$ cat src/rtl/seq_restoring_divider_if.sv
// Handshake bus for seq_restoring_divider.
// The master side supplies operands and consumes results. The slave side is the divider.
interface seq_restoring_divider_if #(
  parameter int WIDTH = 8
);
  logic             in_valid;
  logic             in_ready;
  logic [WIDTH-1:0] dividend;
  logic [WIDTH-1:0] divisor;
  logic             out_valid;
  logic             out_ready;
  logic [WIDTH-1:0] quotient;
  logic [WIDTH-1:0] remainder;
  logic             div_by_zero;
  logic             busy;

  modport master (
    output in_valid, dividend, divisor, out_ready,
    input  in_ready, out_valid, quotient, remainder, div_by_zero, busy
  );

  modport slave (
    input  in_valid, dividend, divisor, out_ready,
    output in_ready, out_valid, quotient, remainder, div_by_zero, busy
  );
endinterface

$ cat src/rtl/seq_restoring_divider.sv
// Iterative restoring divider that produces one quotient bit per clock.
// Operands enter through a valid/ready handshake, and results leave through another one.
// A zero divisor bypasses the iteration and raises div_by_zero.
// Optional macro SEQ_DIV_SIGNED_EN selects two's-complement operands. The magnitudes go
// through the same unsigned core, and the signs are fixed up on entry to DONE.
module seq_restoring_divider #(
  parameter int WIDTH = 8
) (
  input  logic                     clk,
  input  logic                     rst_n,
  seq_restoring_divider_if.slave   bus
);
  localparam int CNT_W = $clog2(WIDTH + 1);

  typedef enum logic [1:0] {IDLE, CALC, DONE} state_t;

  state_t             state_q;
  logic [WIDTH-1:0]   r_q, q_q, b_q;
  logic [CNT_W-1:0]   cnt_q;
  logic [WIDTH-1:0]   quot_q, rem_q;
  logic               dbz_q, out_valid_q, busy_q;

  logic [WIDTH:0]     trial;
  logic [WIDTH-1:0]   r_d, q_d;
  logic [WIDTH-1:0]   a_mag, b_mag, quot_fix, rem_fix;

  // Shift {R,Q} left by one bit and trial-subtract B in WIDTH+1 bits.
  // A set MSB in the trial result means the difference went negative, so R is restored.
  assign trial = {r_q, q_q[WIDTH-1]} - {1'b0, b_q};
  assign r_d   = trial[WIDTH] ? {r_q[WIDTH-2:0], q_q[WIDTH-1]} : trial[WIDTH-1:0];
  assign q_d   = {q_q[WIDTH-2:0], ~trial[WIDTH]};

`ifdef SEQ_DIV_SIGNED_EN
  logic sign_q_q, sign_r_q;
  // |MIN| stays MIN as a bit pattern, which the unsigned core reads correctly as 2^(WIDTH-1).
  assign a_mag    = bus.dividend[WIDTH-1] ? -bus.dividend : bus.dividend;
  assign b_mag    = bus.divisor[WIDTH-1]  ? -bus.divisor  : bus.divisor;
  assign quot_fix = sign_q_q ? -q_d : q_d;
  assign rem_fix  = sign_r_q ? -r_d : r_d;
`else
  assign a_mag    = bus.dividend;
  assign b_mag    = bus.divisor;
  assign quot_fix = q_d;
  assign rem_fix  = r_d;
`endif

  // Control FSM and datapath. The result registers change only on entry to DONE.
  always_ff @(posedge clk) begin
    if (!rst_n) begin
      state_q     <= IDLE;
      r_q         <= '0;
      q_q         <= '0;
      b_q         <= '0;
      cnt_q       <= '0;
      quot_q      <= '0;
      rem_q       <= '0;
      dbz_q       <= 1'b0;
      out_valid_q <= 1'b0;
      busy_q      <= 1'b0;
`ifdef SEQ_DIV_SIGNED_EN
      sign_q_q    <= 1'b0;
      sign_r_q    <= 1'b0;
`endif
    end else begin
      case (state_q)
        IDLE: begin
          if (bus.in_valid) begin
            busy_q <= 1'b1;
            if (bus.divisor == '0) begin
              quot_q      <= '1;
              rem_q       <= bus.dividend;
              dbz_q       <= 1'b1;
              out_valid_q <= 1'b1;
              state_q     <= DONE;
            end else begin
              r_q     <= '0;
              q_q     <= a_mag;
              b_q     <= b_mag;
              cnt_q   <= CNT_W'(WIDTH);
              state_q <= CALC;
            end
`ifdef SEQ_DIV_SIGNED_EN
            sign_q_q <= bus.dividend[WIDTH-1] ^ bus.divisor[WIDTH-1];
            sign_r_q <= bus.dividend[WIDTH-1];
`endif
          end
        end
        CALC: begin
          r_q   <= r_d;
          q_q   <= q_d;
          cnt_q <= cnt_q - 1'b1;
          if (cnt_q == CNT_W'(1)) begin
            quot_q      <= quot_fix;
            rem_q       <= rem_fix;
            dbz_q       <= 1'b0;
            out_valid_q <= 1'b1;
            state_q     <= DONE;
          end
        end
        DONE: begin
          if (bus.out_ready) begin
            out_valid_q <= 1'b0;
            busy_q      <= 1'b0;
            state_q     <= IDLE;
          end
        end
        default: state_q <= IDLE;
      endcase
    end
  end

  assign bus.in_ready    = (state_q == IDLE);
  assign bus.out_valid   = out_valid_q;
  assign bus.quotient    = quot_q;
  assign bus.remainder   = rem_q;
  assign bus.div_by_zero = dbz_q;
  assign bus.busy        = busy_q;
endmodule
$ cat src/flat_wrapper.sv
// flat-port wrapper written by rule: the top's interface ports become plain ports
module seq_restoring_divider_flat 
#(
  parameter int WIDTH = 8
)
  (clk, rst_n, bus_in_valid, bus_dividend, bus_divisor, bus_out_ready, bus_in_ready, bus_out_valid, bus_quotient, bus_remainder, bus_div_by_zero, bus_busy);
  seq_restoring_divider_if #(.WIDTH(WIDTH)) bus_i ();
  input  logic clk;
  input  logic rst_n;
  input wire logic [$bits(bus_i.in_valid)-1:0] bus_in_valid;
  input wire logic [$bits(bus_i.dividend)-1:0] bus_dividend;
  input wire logic [$bits(bus_i.divisor)-1:0] bus_divisor;
  input wire logic [$bits(bus_i.out_ready)-1:0] bus_out_ready;
  output wire logic [$bits(bus_i.in_ready)-1:0] bus_in_ready;
  output wire logic [$bits(bus_i.out_valid)-1:0] bus_out_valid;
  output wire logic [$bits(bus_i.quotient)-1:0] bus_quotient;
  output wire logic [$bits(bus_i.remainder)-1:0] bus_remainder;
  output wire logic [$bits(bus_i.div_by_zero)-1:0] bus_div_by_zero;
  output wire logic [$bits(bus_i.busy)-1:0] bus_busy;
  assign bus_i.in_valid = bus_in_valid;
  assign bus_i.dividend = bus_dividend;
  assign bus_i.divisor = bus_divisor;
  assign bus_i.out_ready = bus_out_ready;
  assign bus_in_ready = bus_i.in_ready;
  assign bus_out_valid = bus_i.out_valid;
  assign bus_quotient = bus_i.quotient;
  assign bus_remainder = bus_i.remainder;
  assign bus_div_by_zero = bus_i.div_by_zero;
  assign bus_busy = bus_i.busy;
  seq_restoring_divider #(.WIDTH(WIDTH)) u_core (.clk(clk), .rst_n(rst_n), .bus(bus_i));
endmodule
$ cat config.mk
export PLATFORM = sky130hd
export DESIGN_NAME = seq_restoring_divider_flat
export DESIGN_NICKNAME = d
export VERILOG_FILES = /design/src/rtl/seq_restoring_divider_if.sv /design/src/rtl/seq_restoring_divider.sv /design/src/flat_wrapper.sv
export SDC_FILE = /design/constraint.sdc
export NUM_CORES = 1
export LEC_CHECK = 0
export ABC_AREA = 1
export CAP_MARGIN = 20
export CORE_UTILIZATION = 40
export CTS_CLUSTER_SIZE = 12
export DETAILED_ROUTE_END_ITERATION = 16
export HOLD_SLACK_MARGIN = 0.12
export PLACE_DENSITY = 0.66
export SLEW_MARGIN = 10
export SYNTH_ARGS = -nofsm -noshare
export SYNTH_HDL_FRONTEND = slang
export SYNTH_SLANG_ARGS = --single-unit
$ cat constraint.sdc
create_clock -name clk -period 3 [get_ports clk]
set_input_delay 0.6 -clock clk [delete_from_list [all_inputs] [get_ports clk]]
set_output_delay 0.6 -clock clk [all_outputs]
set_load 0.05 [all_outputs]
# Yosys cells after proc, flatten, opt, wreduce, memory -nomap -nowiden
# Cells that the tools add are included.
# classes
n_eq_ne,8
addsub,2
bitwise_logic,2
n_reduce_logical,11
mux,32
# op_table
op,count
$mux 8,11
$pmux 8 s2,4
$reduce_and 3->1,4
$sub 9x8->9,1
$logic_not 8->1,1
$mux 2,4
$mux 4,2
$pmux 4 s2,1
$mux 1,6
$ne 2x2->1 const B,3
$pmux 2 s3,1
$reduce_and 5->1,1
$eq 4x1->1 const B,1
$ne 2x1->1 const B,2
$pmux 1 s2,2
$reduce_and 4->1,1
$reduce_bool 2->1,2
$sub 4x1->4 const B,1
$pmux 1 s3,1
$reduce_bool 3->1,1
$eq 2x1->1 const B,1
$eq 2x2->1 const B,1
$logic_not 2->1,1
$not 1->1,2
# totals
input_bits,20
out_inout_bits,20
register_bits,49
wordCells,65

# Depth between registers and ports, before layout
# Gate-level depths: netlist of run 1.
# logic_depth
ltp_word,4
depth_mapped,14
ltp_nobuf,14

# Least setup slack after synthesis of run 1
# No wires, ideal clock.
# synth_path
path_kind,register to register
start,reg u_core.state_q[0]
end,reg u_core.cnt_q[3]
period_less_slack_ns,1.847
n_path_buf,1
stages_incl_launch_ff,8
setup_slack_ns,1.153
arrival_ns,1.713
cell_sequence,dfxtp_1 -> nor2_1 -> nand2_1 -> nand2_2 -> inv_4 -> buf_6 -> nand3_1 -> a31oi_1
# synth_via
elab_chain_cells,3
# synth_lines
item,line_no,rtl
from (decl),seq_restoring_divider.sv:17,state_t state_q;
from (signal assigned),seq_restoring_divider.sv:50,state_q <= IDLE;
from (signal assigned),seq_restoring_divider.sv:74,state_q <= DONE;
from (signal assigned),seq_restoring_divider.sv:80,state_q <= CALC;
$logic_not 2->1 *,-,
via bus_in_ready,flat_wrapper.sv:14,output wire logic [$bits(bus_i.in_ready)-1:0] bus_in_ready;
$ne 2x2->1 (no line) or $reduce_bool 2->1 (tied branches),-,
$reduce_and 3->1 (no line),-,
to (signal assigned),seq_restoring_divider.sv:79,cnt_q <= CNT_W'(WIDTH);
to (signal assigned),seq_restoring_divider.sv:91,cnt_q <= cnt_q - 1'b1;
to (decl),seq_restoring_divider.sv:19,logic [CNT_W-1:0] cnt_q;
# The timed path passes the listed nets; every way through them passes the cells marked *.
# A chain may end at the register's enable or synchronous reset.

# Worst setup path after layout of run 1
# layout_path
start,reg u_core.state_q[0]
end,out bus_in_ready
# layout_via
elab_chain_cells,1
# layout_lines
item,line_no,rtl
$logic_not 2->1,seq_restoring_divider.sv:112,assign bus.in_ready = (state_q == IDLE);
to (decl),flat_wrapper.sv:14,
# No other way between the ends.

==> results of run 1 <==
-- cells by family after synthesis --
group,synth area share (%)
AND/OR/NAND/NOR,31.2
buffers and inverters,12.6
AO/OA/AOI/OAI,13.9
flip-flops,36.0
adder cells (fa/ha/maj),5.33
XOR/XNOR,0.965
-- cell type report --
type,count,area share [%]
clock buffer,6,2.24
clock inverter,2,1.20
inverter,66,7.95
multi-input combinational,261,43.1
sequential,49,30.3
tap,77,2.97
timing repair buffer,40,12.3
-- cells in the final DEF, fill, tap and decap left out, drive strengths merged, types with 3 or more instances in the layout --
master	instances
nand3	46
ha	10
clkdlybuf4s50	39
a21oi	25
nor3	3
dfxtp	49
nor2	37
a31oi	9
nand2	96
inv	66
o21ai	28
clkbuf	6
-- report_power, final --
| part | internal, mW | switching [mW] | leakage, nW |
|---|---|---|---|
| Combinational | 0.232 | 0.457 | 1.06 |
| Clock | 0.251 | 0.226 | 0.0554 |
| Sequential | 0.721 | 0.0470 | 0.403 |
-- Yosys cell counts (2+ instances only) --
cell type	number
sky130_fd_sc_hd__a21oi_1	18
sky130_fd_sc_hd__a21oi_2	7
sky130_fd_sc_hd__a31oi_1	9
sky130_fd_sc_hd__buf_2	5
sky130_fd_sc_hd__buf_4	2
sky130_fd_sc_hd__clkbuf_1	3
sky130_fd_sc_hd__dfxtp_1	49
sky130_fd_sc_hd__ha_1	10
sky130_fd_sc_hd__inv_1	61
sky130_fd_sc_hd__inv_2	2
sky130_fd_sc_hd__inv_4	2
sky130_fd_sc_hd__nand2_1	89
sky130_fd_sc_hd__nand2_2	4
sky130_fd_sc_hd__nand2_4	3
sky130_fd_sc_hd__nand3_1	37
sky130_fd_sc_hd__nand3_2	8
sky130_fd_sc_hd__nand4_1	2
sky130_fd_sc_hd__nor2_1	37
sky130_fd_sc_hd__nor3_1	3
sky130_fd_sc_hd__o21ai_0	18
sky130_fd_sc_hd__o21ai_1	2
sky130_fd_sc_hd__o21ai_2	8
sky130_fd_sc_hd__xor2_1	2
-- per-layer routing --
layer | up-vias | part of all wire [%] | routed length (um) | GRT usage, %
met5 | - | 0 | 0 | 0
met4 | 0 | 1.7 | 106 | 6.32
met3 | 8 | 3.7 | 228 | 3.44
met2 | 50 | 48 | 2940 | 31.0
met1 | 1114 | 47 | 2890 | 24.1
li1 | 1304 | - | - | -
-- tightest hold or removal path: cells and delay by family (launching register included) --
kind	cells	cell delay, ns
flip-flops	1	0.32
AO/OA/AOI/OAI	1	0.05
buffers and inverters	1	0.05
-- sequential cells by signal, indices dropped and copies added, names as in the netlist --
| name | count |
|---|---|
| u_core.r_q | 8 |
| u_core.state_q | 2 |
| u_core.bus.remainder | 8 |
| u_core.bus.quotient | 8 |
| u_core.b_q | 8 |
| u_core.bus.busy | 1 |
| u_core.bus.out_valid | 1 |
| u_core.cnt_q | 4 |
| u_core.bus.div_by_zero | 1 |
| u_core.q_q | 8 |
-- how the worst max path moves through the flow --
| stage | endpoint | slack [ns] | cells after the start |
|---|---|---|---|
| final | bus_in_ready | 0.55 | 2 |
| after global routing | bus_in_ready | 0.50 | 2 |
| after CTS | bus_in_ready | 0.55 | 2 |
| after detailed placement | u_core.bus.remainder[4] | 0.73 | 10 |
| after global placement | u_core.bus.remainder[6] | 0.74 | 10 |
| after floorplan | u_core.cnt_q[3] | 1.15 | 7 |
==> metrics.md, run 1 <==
| Metric | Value |
|---|---|
| Critical Path Sink Type | output port |
| Final instance area | roughly 3200 sq um |
| CTS Root Buffer Type | sky130_fd_sc_hd__clkbuf_8 |
| Number of global-route vias before repair | 2313 |
| Crit path buffers/inverters | 1 |
| Worst-Skew Late Latency | slightly above 0.3 ns |
| Data arrival time of the critical path | roughly 1.9 ns |
| Util after Layout | around half |
| Maximum fanout count along the critical path | 5 |
| Clock tree from TritonCTS | done |
| Initial standard-cell utilization of the core | 42.2% |
| Source of the worst hold timing path | u_core.b_q[0] |
| Die Outline Area | 7140 sq um |
| Critical path's largest stage delay | 0.87 ns |
| Startpoint of the most critical register-to-register path | u_core.q_q[7] |
| Cells after synthesis | 389 |
| Via count of the routed design | 2476 |
| Final number of max-transition violations | 0 |
| Placer Congestion | 0.800 |
| Total iterations of the first detailed-routing run | 4 |
| Class of the tightest hold or removal check | register to register |
| Area of the multi-input gates | 1400 sq um |
| Synthesis-to-finish area growth | 19.1% |
| Diodes inserted | 0 |
| Hold_ws | 0.458 ns |
| Outcome | complete, no violations |
| Setup slack of the most critical reg-to-reg path | 0.96 ns |
| Post-Synthesis Cell Area | about 2700 sq um |
| Core Region | 6460 sq um |
| H-tree levels | 2 |
| CP top delay family | buffers and inverters |
| Largest area contributor in the synthesized netlist | sky130_fd_sc_hd__dfxtp_1 |
| Top FF cell, synth | sky130_fd_sc_hd__dfxtp_1 |
| Antenna violation net count after detailed routing | 0 |
| Top post-synthesis cells by area | sky130_fd_sc_hd__dfxtp_1 36%, sky130_fd_sc_hd__nand2_1 12%, sky130_fd_sc_hd__inv_1 8.4%, sky130_fd_sc_hd__nand3_1 6.8%, sky130_fd_sc_hd__nor2_1 5.1% |
| Top Ports | 40 |
| Synth cell types | 31 |
| Iteration-0 DRC count of the detailed router | 114 |
| GRT Residual Overflow | 0 |
| Number of failing setup endpoints in the final timing report | 0 |
| Setup fix buffers added after clock tree synthesis | 0 |
| Routed via count divided by cell count | slightly below 5 |
| Fraction of final layout cells with drive strength greater than 1 | between 10% and 20% |
| Clock-pin slew on the worst setup and hold paths | approximately 0.080 ns |
| Rel. slew slack | 42.6% |
| Number of antenna violations at the first check in global routing | 0 |
| Final hold violation count | 0 |
| Worst Clk Skew | 0.0150 ns |
| IR drop worst, VDD | 0.000333 V |
| Element type at the critical path start | register |
| Count of hold buffers inserted by post-cts repair | 0 |
| Synth Area per Inst | 7.00 sq um |
| Reg2Reg Capture Point | u_core.bus.remainder[0] |
| Place WS | ~0.73 ns |
| Count of max-cap constraint violations | 0 |
| Post-route non-filler standard cell count | 501 |
| Register-to-Register Path Depth | 14 |
| Final period util | 81.5% |
| Total placed cells including tap cells | a little under 500 |
| Class of the most critical setup path | register to output port |
| Data required time at the worst endpoint | 2.40 ns |
| Total CTS buffers | 5 |
| Net count of the finished layout | 454 |
| Sequential Area | ~1000 sq um |
| Global Route Usage Sum | 18.6% |
| Transition time at the pin with the least slew margin | 0.860 ns |
| Setup repair after global routing missed its margin | false |
| Post-layout minimum cycle time | 2.45 ns |
| Die Span X | 84.5 um |
| Setup TNS Final | 0 ns |
| Power per cell area | a little under 600 nW/um^2 |
| EDFF count, synth | 0 |
| Total of cells resized after clock tree synthesis | 0 |
| Synthesis warning total | 0 |
| Proportion of netlist area held by the largest area contributor | 36.0% |
| Startpoint of the most critical setup path | u_core.state_q[0] |
| Buffer depth of the longest clock path | 2 |
| Post-placement cell area | 3130 sq um |
| First-pass GRT wire length | 10600 um |
| Final wirelength | 6160 um |
| P_leak | 1.52 nW |
| Detailed-route wire length per cell | 12.3 um |
| Cells along the critical path | nor2_1, clkdlybuf4s50_1 |
| Peak clock frequency supported by timing | between 400 and 500 MHz |
| Sequential-to-total area share from yosys stat | 36.0% |
| Detail Placement HPWL | 4470 um |
| Fillers | 641 |
| Standard-cell row count | 29 |
| Flip-flop and latch count after synthesis | 49 |
| Overall die height | 84.5 um |
| Count of input and output buffers | 39 |
| Largest net degree at the start of global routing | 27 |
| Post-route DRC violation count | 0 |
| Synth async-reset ratio | 0% |
| Count of cells along the worst hold path | 2 |
| Clk sink count | 49 |
| Destination of the worst hold path | u_core.b_q[0] |
| Net count of the mapped netlist | 420 |
| Power Total | 1.93 mW |
| Worst path slowest cell | sky130_fd_sc_hd__clkdlybuf4s50_1 |
| Fin worst setup slack | 0.555 ns |
No activity file was read; power rests on OpenSTA's default activity.
==> inputs of run 2 (changes only) <==
==> constraint.sdc (replaced) <==
create_clock -name clk -period 2.55 [get_ports clk]
set_input_delay 0.51 -clock clk [delete_from_list [all_inputs] [get_ports clk]]
set_output_delay 0.51 -clock clk [all_outputs]
set_load 0.05 [all_outputs]
==> metrics.md, run 2 (synthesized netlist as in run 1, its figures left out) <==
| Metric | Value |
|---|---|
| Outcome | complete, no violations |
| Most Crowded Layer GR | met2 |
| Top Ports | 40 (unchanged) |
| Setup repair after global routing missed its margin | false |
| Number of antenna violations at the first check in global routing | 0 (unchanged) |
| Class of the most critical setup path | register to output port |
| Fraction of final layout cells with drive strength greater than 1 | 10.8% (+0.42 points) |
| Leading cell types in the layout, fill and taps excluded | 89 x sky130_fd_sc_hd__nand2_1, 61 x sky130_fd_sc_hd__inv_1, 49 x sky130_fd_sc_hd__dfxtp_1, 39 x sky130_fd_sc_hd__clkdlybuf4s50_1 |
| Total CTS buffers | 5 (unchanged) |
| Final period util | 91.8% |
| Net count of the finished layout | 456 (+0.44%) |
| Final hold violation count | 0 (unchanged) |
| Total iterations of the first detailed-routing run | 5 (+1) |
| Critical Path Sink Type | output port |
| Data arrival time of the critical path | 1.83 ns (-0.02 ns) |
| Class of the tightest hold or removal check | register to register |
| Setup fix buffers added after clock tree synthesis | 0 (unchanged) |
| GRT Residual Overflow | 0 (unchanged) |
| Transition time at the pin with the least slew margin | 0.546 ns (-0.314 ns) |
| CTS Root Buffer Type | sky130_fd_sc_hd__clkbuf_8 |
| Clock-pin slew on the worst setup and hold paths | 0.08 ns (about the same) |
| Worst Clk Skew | 0.0130 ns (-0.00194 ns) |
| Count of hold buffers inserted by post-cts repair | 0 (unchanged) |
| Cells along the critical path | nor2_1, clkdlybuf4s50_1 |
| Critical path's largest stage delay | 0.86 ns (about the same) |
| Global routing usage on met1 | 24.4% (+0.34 points) |
| P_leak | 1.52 nW (about the same) |
| Via count of the routed design | 2423 (-2.1%) |
| Post-route DRC violation count | 0 (unchanged) |
| Post-layout minimum cycle time | 2.34 ns |
| Iteration-0 DRC count of the detailed router | 94 (-18%) |
| Data required time at the worst endpoint | 2.04 ns (-0.36 ns) |
| Rel. slew slack | 63.6% (+21 points) |
| Overall die height | 84.5 um (unchanged) |
| Detailed-route wire length per cell | 11.8 um (-4.4%) |
| Synthesis-to-finish area growth | 18.7% |
| Detail Placement HPWL | 4390 um (-1.9%) |
| Clk sink count | 49 (unchanged) |
| Die Outline Area | 7140 sq um (unchanged) |
| Maximum fanout count along the critical path | 5 (unchanged) |
| Count of input and output buffers | 39 (unchanged) |
| Setup TNS Final | 0 ns (unchanged) |
| Final wirelength | 5920 um (-4.0%) |
| Final number of max-transition violations | 0 (unchanged) |
| Placer Congestion | 0.825 (+3.1%) |
| Standard-cell row count | 29 (unchanged) |
| GR met3 Demand/Resource | 3.15% (-0.29 points) |
| Number of global-route vias before repair | 2277 (-1.6%) |
| Element type at the critical path start | register |
| IR drop worst, VDD | 0.000322 V (-3.1%) |
| GR Layer Usage met2 | 29.8% (-1.3 points) |
| Number of failing setup endpoints in the final timing report | 0 (unchanged) |
| First-pass GRT wire length | 10600 um (about the same) |
| Routed via count divided by cell count | 4.82 (-2.5%) |
| Util after Layout | 50.0% (-0.15 points) |
| Clock tree from TritonCTS | done |
| Core Region | 6460 sq um (unchanged) |
| Global Route Usage Sum | 18.2% (-0.36 points) |
| Worst path slowest cell | sky130_fd_sc_hd__clkdlybuf4s50_1 |
| Buffer depth of the longest clock path | 2 (unchanged) |
| Worst-Skew Late Latency | 0.31 ns (about the same) |
| Leading cell type in the layout, fill and taps excluded | sky130_fd_sc_hd__nand2_1 |
| Diodes inserted | 0 (unchanged) |
| Largest net degree at the start of global routing | 27 (unchanged) |
| H-tree levels | 2 (unchanged) |
| Antenna violation net count after detailed routing | 0 (unchanged) |
| Peak clock frequency supported by timing | 427 MHz |
| Count of max-cap constraint violations | 0 (unchanged) |
| Total of cells resized after clock tree synthesis | 0 (unchanged) |
| Power per cell area | 672 nW/um^2 (+13%) |
| Initial standard-cell utilization of the core | 42.2% (unchanged) |
| Die Span X | 84.5 um (unchanged) |
==> run 2: cell count changes in the layout (fill, tap and decap cells not counted), sizes merged <==
cell    delta
buf        +2
bufinv     -1
inv        +1
==> run 2: path summary, 6_finish.rpt <==
kind | from | end | slack [ns] | cells past startpoint
max | u_core.state_q[0] | bus_in_ready | 0.21 | 2
min | u_core.b_q[0] | u_core.b_q[0] | 0.46 | 2
max reg2reg | u_core.q_q[7] | u_core.bus.remainder[0] | 0.55 | 14
min reg2reg | u_core.b_q[0] | u_core.b_q[0] | 0.46 | 2
==> run 2: cell type report <==
type | instances | area, sq um
repair buffers | 42 | 413
clock buffers | 6 | 72.6
multi-input cells | 261 | 1400
inverters | 66 | 258
clock inverters | 2 | 13.8
well taps | 77 | 96.3
fillers | 660 | 3230
flip-flops and latches | 49 | 981
==> run 2: where the power goes <==
| group | switching, mW | internal [mW] | leakage (nW) |
|---|---|---|---|
| registers | 0.0559 | 0.848 | 0.403 |
| logic | 0.532 | 0.275 | 1.07 |
| clock network | 0.265 | 0.196 | 0.0456 |
==> run 2: worst max-delay path: cells and delay by family, from the launching register on <==
kind / cells / cell delay, ns
buffers and inverters: 1 / 0.86
and+or+nand+nor: 1 / 0.28
DFF: 1 / 0.38
==> run 2: routing by layer <==
metal  up-vias  routed length, um  part of all wire (%)
li1       1308                  -                     -
met1      1067               2920                    49
met2        39               2730                    46
met3         9                168                   2.8
met4         0                 97                   1.6
met5         -                  0                     0
==> run 2: metrics by stage <==
stage          std cells  setup slack [ns]  hold slack (ns)  cell area (sq um)  total power [mW]
2_1_floorplan        389             0.703            0.428               2720              1.54
3_3_place_gp         495             0.409            0.450               3150              1.72
3_5_place_dp         495             0.380            0.455               3150              1.73
4_1_cts              503             0.187            0.470               3230              2.19
5_1_grt              503             0.144            0.483               3230              2.32
6_report             503             0.208            0.462               3230              2.17
==> inputs of run 3 (changes only) <==
--- a/config.mk
+++ b/config.mk
@@ -7,11 +7,12 @@
 export LEC_CHECK = 0
 export ABC_AREA = 1
 export CAP_MARGIN = 20
-export CORE_UTILIZATION = 40
+export CORE_UTILIZATION = 54
 export CTS_CLUSTER_SIZE = 12
 export DETAILED_ROUTE_END_ITERATION = 16
 export HOLD_SLACK_MARGIN = 0.12
-export PLACE_DENSITY = 0.66
+export PLACE_DENSITY = 0.83
+export REMOVE_ABC_BUFFERS = 1
 export SLEW_MARGIN = 10
 export SYNTH_ARGS = -nofsm -noshare
 export SYNTH_HDL_FRONTEND = slang
==> metrics.md, run 3 (synthesized netlist as in run 1, its figures left out) <==
| Metric | Value |
|---|---|
| Count of max-cap constraint violations | 0 (unchanged) |
| Total of cells resized after clock tree synthesis | 0 (unchanged) |
| Fraction of final layout cells with drive strength greater than 1 | 10.6% (-0.21 points) |
| Post-layout minimum cycle time | 2.36 ns (+0.0157 ns) |
| Number of antenna violations at the first check in global routing | 0 (unchanged) |
| Final period util | 92.5% (+0.62 points) |
| Util after Layout | 67.6% (+18 points) |
| Placer Congestion | 0.811 (-1.7%) |
| Largest net degree at the start of global routing | 26 (-3.7%) |
| GRT Residual Overflow | 0 (unchanged) |
| First-pass GRT wire length | 10200 um (-3.5%) |
| Place WS | 0.309 ns (-0.0705 ns) |
| IR drop worst, VDD | 0.000430 V (+33%) |
| P_leak | 1.52 nW (+0.33%) |
| Iteration-0 DRC count of the detailed router | 171 (+82%) |
| Final hold violation count | 0 (unchanged) |
| Critical Path Sink Type | output port |
| Number of global-route vias before repair | 2249 (-1.2%) |
| Global Route Usage Sum | 24.9% (+6.7 points) |
| Die Outline Area | 5330 sq um (-25%) |
| H-tree levels | 2 (unchanged) |
| Element type at the critical path start | register |
| Setup repair after global routing missed its margin | false |
| Total iterations of the first detailed-routing run | 4 (-1) |
| Clock tree from TritonCTS | done |
| Worst-Skew Late Latency | 0.31 ns (about the same) |
| Core Region | 4790 sq um (-26%) |
| Fin worst setup slack | 0.192 ns (-0.0157 ns) |
| Routed via count divided by cell count | 5.10 (+5.9%) |
| Class of the most critical setup path | register to output port |
| Data arrival time of the critical path | 1.85 ns (+0.02 ns) |
| Final number of max-transition violations | 0 (unchanged) |
| Outcome | complete, no violations |
| Hold_ws | 0.458 ns (-0.00318 ns) |
| Clk sink count | 49 (unchanged) |
| Detailed-route wire length per cell | 12.3 um (+5.0%) |
| Rel. slew slack | 66.2% (+2.7 points) |
| Total CTS buffers | 5 (unchanged) |
| Critical path's largest stage delay | 0.88 ns (+0.02 ns) |
| Transition time at the pin with the least slew margin | 0.505 ns (-0.0412 ns) |
| Cells along the critical path | nor2_1, clkdlybuf4s50_1 |
| Power per cell area | 707 nW/um^2 (+5.2%) |
| Initial standard-cell utilization of the core | 56.9% (+15 points) |
| Final wirelength | 6080 um (+2.7%) |
| Net count of the finished layout | 455 (-0.22%) |
| Leading cell types in the layout, fill and taps excluded | 89 x sky130_fd_sc_hd__nand2_1, 61 x sky130_fd_sc_hd__inv_1, 49 x sky130_fd_sc_hd__dfxtp_1, 39 x sky130_fd_sc_hd__clkdlybuf4s50_1 |
| Antenna violation net count after detailed routing | 0 (unchanged) |
| Standard-cell row count | 25 (-14%) |
| Detail Placement HPWL | 4450 um (+1.4%) |
| Worst path slowest cell | sky130_fd_sc_hd__clkdlybuf4s50_1 |
| Setup fix buffers added after clock tree synthesis | 0 (unchanged) |
| Worst Clk Skew | 0.0103 ns (-0.00274 ns) |
| Final instance area | 3240 sq um (+0.15%) |
| Class of the tightest hold or removal check | register to register |
| Post-route non-filler standard cell count | 492 (-2.2%) |
| Power Total | 2.29 mW (+5.4%) |
| Diodes inserted | 0 (unchanged) |
| Post-route DRC violation count | 0 (unchanged) |
| Number of failing setup endpoints in the final timing report | 0 (unchanged) |
| Clock-pin slew on the worst setup and hold paths | 0.09 ns (about the same) |
| Post-placement cell area | 3130 sq um (-0.64%) |
| Via count of the routed design | 2510 (+3.6%) |
| Top Ports | 40 (unchanged) |
| Overall die height | 73.0 um (-14%) |
| Setup TNS Final | 0 ns (unchanged) |
| Count of input and output buffers | 39 (unchanged) |
| Synthesis-to-finish area growth | 18.9% |
| Leading cell type in the layout, fill and taps excluded | sky130_fd_sc_hd__nand2_1 |
| Buffer depth of the longest clock path | 2 (unchanged) |
| Peak clock frequency supported by timing | 424 MHz (-0.67%) |
| Total placed cells including tap cells | 484 (-2.2%) |
| Die Span X | 73.0 um (-14%) |
| Data required time at the worst endpoint | 2.04 ns (about the same) |
| Count of hold buffers inserted by post-cts repair | 0 (unchanged) |
| CTS Root Buffer Type | sky130_fd_sc_hd__clkbuf_8 |
| Maximum fanout count along the critical path | 5 (unchanged) |
==> run 3: cell types whose count changed in the layout (fill, tap and decap cells not counted), sizes merged <==
| cell | previous run | this run |
|---|---|---|
| buf | 3 | 2 |
| bufinv | 0 | 1 |
| inv | 67 | 66 |
==> run 3: path summary, 6_finish.rpt <==
| check | startpoint | to | slack [ns] | cells after the start |
|---|---|---|---|---|
| min reg2reg | u_core.b_q[0] | u_core.b_q[0] | 0.46 | 2 |
| min | u_core.b_q[0] | u_core.b_q[0] | 0.46 | 2 |
| max | u_core.state_q[0] | bus_in_ready | 0.19 | 2 |
| max reg2reg | u_core.q_q[7] | u_core.r_q[4] | 0.49 | 14 |
==> run 3: metal layers <==
layer / share of wire, % / vias to the layer above / global-route usage [%]
li1: - / 1308 / -
met1: 45 / 1113 / 31.4
met2: 48 / 75 / 42.0
met3: 6.0 / 14 / 4.56
met4: 1.5 / 0 / 9.37
met5: 0 / - / 0
==> run 3: worst max-delay path, delay by kind of cell (launching register included) <==
family	cells	cell delay (ns)
buffers and inverters	1	0.88
and+or+nand+nor	1	0.29
DFF	1	0.38
==> run 3: layout make-up <==
type	count	area (sq um)
tap	67	83.8
inverter	66	258
fill	420	1550
timing repair buffer	41	405
multi-input combinational	261	1400
sequential	49	981
clock inverter	2	38.8
clock buffer	6	72.6
==> run 3: power breakdown <==
| part | internal [mW] | total [mW] | switching [mW] |
|---|---|---|---|
| logic | 0.274 | 0.820 | 0.546 |
| clock network | 0.295 | 0.564 | 0.269 |
| registers | 0.848 | 0.904 | 0.0566 |
| total | 1.42 | 2.29 | 0.872 |
